$ cat config.mk
export PLATFORM = sky130hd
export DESIGN_NAME = seg7_scan_driver
export DESIGN_NICKNAME = d
export VERILOG_FILES = /design/src/rtl/seg7_scan_driver.sv
export SDC_FILE = /design/constraint.sdc
export NUM_CORES = 1
export LEC_CHECK = 0
export ABC_AREA = 1
export BUFFER_PORTS_ARGS = -buffer_cell sky130_fd_sc_hd__buf_2
export CAP_MARGIN = 20
export CORE_ASPECT_RATIO = 1.5
export CORE_MARGIN = 10
export CORE_UTILIZATION = 30
export DETAILED_ROUTE_END_ITERATION = 7
export HOLD_SLACK_MARGIN = 0.03
export SLEW_MARGIN = 30
export SYNTH_ARGS = -nofsm -noshare
export SYNTH_HDL_FRONTEND = slang
export SYNTH_SLANG_ARGS = --single-unit
export TNS_END_PERCENT = 30
$ cat constraint.sdc
create_clock -name clk_100M -period 2.4 [get_ports clk_100M]
set_input_delay 0.12 -clock clk_100M [delete_from_list [all_inputs] [get_ports clk_100M]]
set_output_delay 0.12 -clock clk_100M [all_outputs]
set_load 0.01 [all_outputs]
$ cat src/rtl/seg7_scan_driver.sv
// Four-digit MM.SS multiplexed common-anode 7-segment driver.
// Minute/second counts are converted to BCD by a sequential double-dabble FSM once per scan frame.
module seg7_scan_driver #(
   parameter int REFRESH_DIV = 100000,
   parameter int DIV_W       = 17
) (
   input  logic       clk_100M,
   input  logic       reset,
   input  logic [5:0] min_in,
   input  logic [5:0] sec_in,
   input  logic       blank,
   output logic [3:0] an,
   output logic [6:0] seg,
   output logic       dp,
   output logic       conv_busy
);

   typedef enum logic [1:0] {IDLE, CONV, COMMIT} state_t;

   state_t           state, state_nxt;
   logic [DIV_W-1:0] div_cnt;
   logic [1:0]       idx;
   logic             term_cnt, frame_end;
   logic [3:0][3:0]  digit;
   logic [13:0]      min_sr, sec_sr;
   logic [2:0]       iter;
   logic             start_pend;
   logic             capture, shift, commit;

   function automatic logic [6:0] seg_decode(input logic [3:0] d);
      case (d)
         4'd0:    return 7'h40;
         4'd1:    return 7'h79;
         4'd2:    return 7'h24;
         4'd3:    return 7'h30;
         4'd4:    return 7'h19;
         4'd5:    return 7'h12;
         4'd6:    return 7'h02;
         4'd7:    return 7'h78;
         4'd8:    return 7'h00;
         4'd9:    return 7'h10;
         default: return 7'h7F;
      endcase
   endfunction

   // One double-dabble iteration on {tens, ones, binary}.
   function automatic logic [13:0] dabble_step(input logic [13:0] v);
      logic [3:0] t, o;
      t = v[13:10];
      o = v[9:6];
      if (t >= 4'd5) t = t + 4'd3;
      if (o >= 4'd5) o = o + 4'd3;
      return {t[2:0], o, v[5:0], 1'b0};
   endfunction

   assign term_cnt  = (div_cnt == DIV_W'(REFRESH_DIV - 1));
   assign frame_end = term_cnt && (idx == 2'd3);
   assign conv_busy = (state == CONV) || (state == COMMIT);

   always_ff @(posedge clk_100M) begin
      if (!reset) begin
         div_cnt <= '0;
         idx     <= 2'd0;
      end else if (term_cnt) begin
         div_cnt <= '0;
         idx     <= idx + 2'd1;
      end else begin
         div_cnt <= div_cnt + DIV_W'(1);
      end
   end

   always_ff @(posedge clk_100M) begin
      if (!reset) state <= IDLE;
      else        state <= state_nxt;
   end

   always_comb begin
      state_nxt = state;
      capture   = 1'b0;
      shift     = 1'b0;
      commit    = 1'b0;
      case (state)
         IDLE: begin
            if (frame_end || start_pend) begin
               capture   = 1'b1;
               state_nxt = CONV;
            end
         end
         CONV: begin
            shift = 1'b1;
            if (iter == 3'd5) state_nxt = COMMIT;
         end
         COMMIT: begin
            commit    = 1'b1;
            state_nxt = IDLE;
         end
         default: state_nxt = IDLE;
      endcase
   end

   always_ff @(posedge clk_100M) begin
      if (!reset) begin
         start_pend <= 1'b1;
         iter       <= 3'd0;
         digit      <= '0;
      end else begin
         if (capture) begin
            start_pend <= 1'b0;
            iter       <= 3'd0;
         end else if (shift) begin
            iter <= iter + 3'd1;
         end
         // Display digits change only here, so a frame never shows a half-converted value.
         if (commit) begin
            digit[3] <= min_sr[13:10];
            digit[2] <= min_sr[9:6];
            digit[1] <= sec_sr[13:10];
            digit[0] <= sec_sr[9:6];
         end
      end
   end

   always_ff @(posedge clk_100M) begin
      if (capture) begin
         min_sr <= {8'd0, min_in};
         sec_sr <= {8'd0, sec_in};
      end else if (shift) begin
         min_sr <= dabble_step(min_sr);
         sec_sr <= dabble_step(sec_sr);
      end
   end

   always_ff @(posedge clk_100M) begin
      if (!reset) begin
         an  <= 4'hF;
         seg <= 7'h7F;
         dp  <= 1'b1;
      end else begin
         an  <= blank ? 4'hF : ~(4'b0001 << idx);
         seg <= blank ? 7'h7F : seg_decode(digit[idx]);
         dp  <= (idx == 2'd2 && !blank) ? 1'b0 : 1'b1;
      end
   end

endmodule
==> flow_summary.ini <==
[run_status]
status = completed

[floorplanning]
start_util = 0.303
design.die.area_mm2 = 0.0175
die_w_um = 111
ioPinCount = 28
coreArea_mm2 = 0.0124
placement_rows = 50
die_h_um = 157

[clock_tree]
cts.sinks = 81
clock_latency_ns = 0.34
cts_tree = done
cts_buffer_depth = 2
htree_levels = 3
cts_root_buf = clkbuf_16
clkTransAtPathRegs_ns = 0.06
post_cts.repair.setup_buffers = 0
numCtsBuffers = 9

[synth]
yosys.cell_types.count = 37
synth.top_cells.by_area = dfxtp_1 (37%), nand2_1 (11%), edfxtp_1 (9.6%)
synth_common_cells = nand2_1 (109), dfxtp_1 (69), inv_1 (53), a21oi_1 (47), nor2_1 (46)
yosysMostFrequentCell = nand2_1
yosysTopAreaCell = dfxtp_1
synth_ff_type = dfxtp_1
seq_area_frac_synth = 0.463
synthArstFlopShare = 0
synth_nets = 513
ys_warn_count = 0
syn_inst = 474
syn-mean-instance-area_um2 = 7.93
synth_enable_flop_cells = 12
syn_area_mm2 = 0.00376
ys_ff_latch = 81
synth.top_cell.area_share = 0.368

[setup_path]
cp-start-kind = flip-flop
crit_start = div_cnt[0]
timing.rr.start = div_cnt[0]
cp-end-kind = flip-flop
path_class = reg -> reg
rrSetupSlack_ns = 0.36
crit_fanout = 15
crit_arrival_ns = 2.01
crit_required_ns = 2.37

[grt]
grt_max_degree = 29
grt_usage = 0.0878
grt_pass1_wl_um = 13000
grt_remaining_overflow = 0
first_global_vias = 3012
grt_antenna_before_repair = 0

[sta]
max_freq_mhz = 491
final.setup.tns_ns = 0
hold-worst-slack_ns = 0.0440
tightest_slew_ns = 0.823
setup_violations = 0
slew_headroom = 0.451
grt_setup_unrepaired = false
finalHoldViolCount = 0
slew_viol_final = 0
skew_ns = 0.00787
setup_slack_ns = 0.362
min_period_ns = 2.04
period_share = 0.849

[placement]
io_buffers = 27
dpl_cell_area_mm2 = 0.00405
post-dp-hpwl_um = 5400
pre_cts_ws_ns = 0.361
gp_congestion = 0.819
post-place-cells = 649

[power]
total_leakage_power_nw = 1.87
combPwrFrac = 0.297
power_mw = 4.85
peakVddDrop_mv = 0.574
powerDensity_mw_per_mm2 = 1110
p_seq_frac = 0.401
cell_internal_pwr_mw = 3.18
p_clk_frac = 0.301
p_sw_mw = 1.67
p_sw_frac = 0.344

[route]
drt-total-wl_um = 7430
ant_nets = 0
dr.pass1.iters = 4
wl_per_cell_um = 11.2
avgViaCountPerCell = 4.53
post-route-drc-count = 0
drtIter0Drc = 112
vias = 3017

[final_layout]
insertedDiodeCount = 0
final_nets = 544
utilization = 0.354
area_growth_pct = 16.5
design_area_mm2 = 0.00438
fin_cells = 666
drive_gt1_frac = 0.127

[min_path]
hp-start = sec_in[1]
hold_path.class = in -> reg

[job]
max-cap-violations = 0
per-layer routing:
layer / vias up / wire length, µm / part of all wire / GRT usage
li1: 1588 / - / - / -
met1: 1359 / 3320 / 0.45 / 0.0937
met2: 55 / 3610 / 0.49 / 0.151
met3: 15 / 307 / 0.041 / 0.0290
met4: 0 / 199 / 0.027 / 0.0454
met5: - / 0 / 0 / 0
repair_timing:
action,4_1_cts,5_1_grt
gates resized for setup,0,0
hold endpoints to repair,1,0
hold buffers,1,0
critical path, cell delays in order, from the launching register on:
cell     delay, ns
dfxtp_1       0.36
ha_1          0.17
nand2_1       0.09
nor2_1        0.22
nand4_2       0.17
nand2_2       0.10
nand2_4       0.12
nand2_1       0.43
path summary, 6_finish.rpt:
kind               endpoint  cells after the start
hold / removal    sec_sr[1]                      3
setup reg to reg  sec_sr[3]                      7
setup / recovery  sec_sr[3]                      7
hold reg to reg   min_sr[9]                      2
power groups by stage:
| stage | sequential (mW) | combinational [mW] | clock [mW] |
|---|---|---|---|
| CTS | 1.95 | 1.47 | 1.51 |
| global route | 1.98 | 1.69 | 1.54 |
| detailed placement | 1.98 | 1.45 | 0 |
| floorplan | 1.94 | 1.15 | 0 |
| global placement | 1.97 | 1.39 | 0 |
| finish | 1.95 | 1.44 | 1.46 |
registers in the layout, summed over array words and instances (netlist names):
signal	flops
an	4
digit	16
div_cnt	17
dp	1
idx	2
iter	3
min_sr	14
sec_sr	14
seg	7
start_pend	1
state	2
cell usage in the layout, fill, tap and decap left out, types with 6 or more instances in the layout:
master / n
nand2_1: 109
dfxtp_1: 69
inv_1: 53
a21oi_1: 47
nor2_1: 46
o21ai_0: 41
buf_2: 27
ha_1: 24
nand3_1: 15
edfxtp_1: 12
clkbuf_16: 9
xor2_1: 7
buf_4: 6
logic make-up after synthesis:
group,after synthesis,share of synthesized area
buffers and inverters,69,0.0786
AO/OA/AOI/OAI,99,0.141
XOR/XNOR,9,0.0210
flip-flops,81,0.463
adder cells (fa/ha/maj),24,0.0799
AND/OR/NAND/NOR,192,0.216
area by class of cell:
class	count	area, µm²
clock buffer	9	225
clock inverter	7	93.8
fill	1302	8010
inverter	55	211
multi-input combinational	324	1720
sequential	81	1740
tap	156	195
timing repair buffer	34	190
Note: power is estimated with default switching activity, not from simulation.
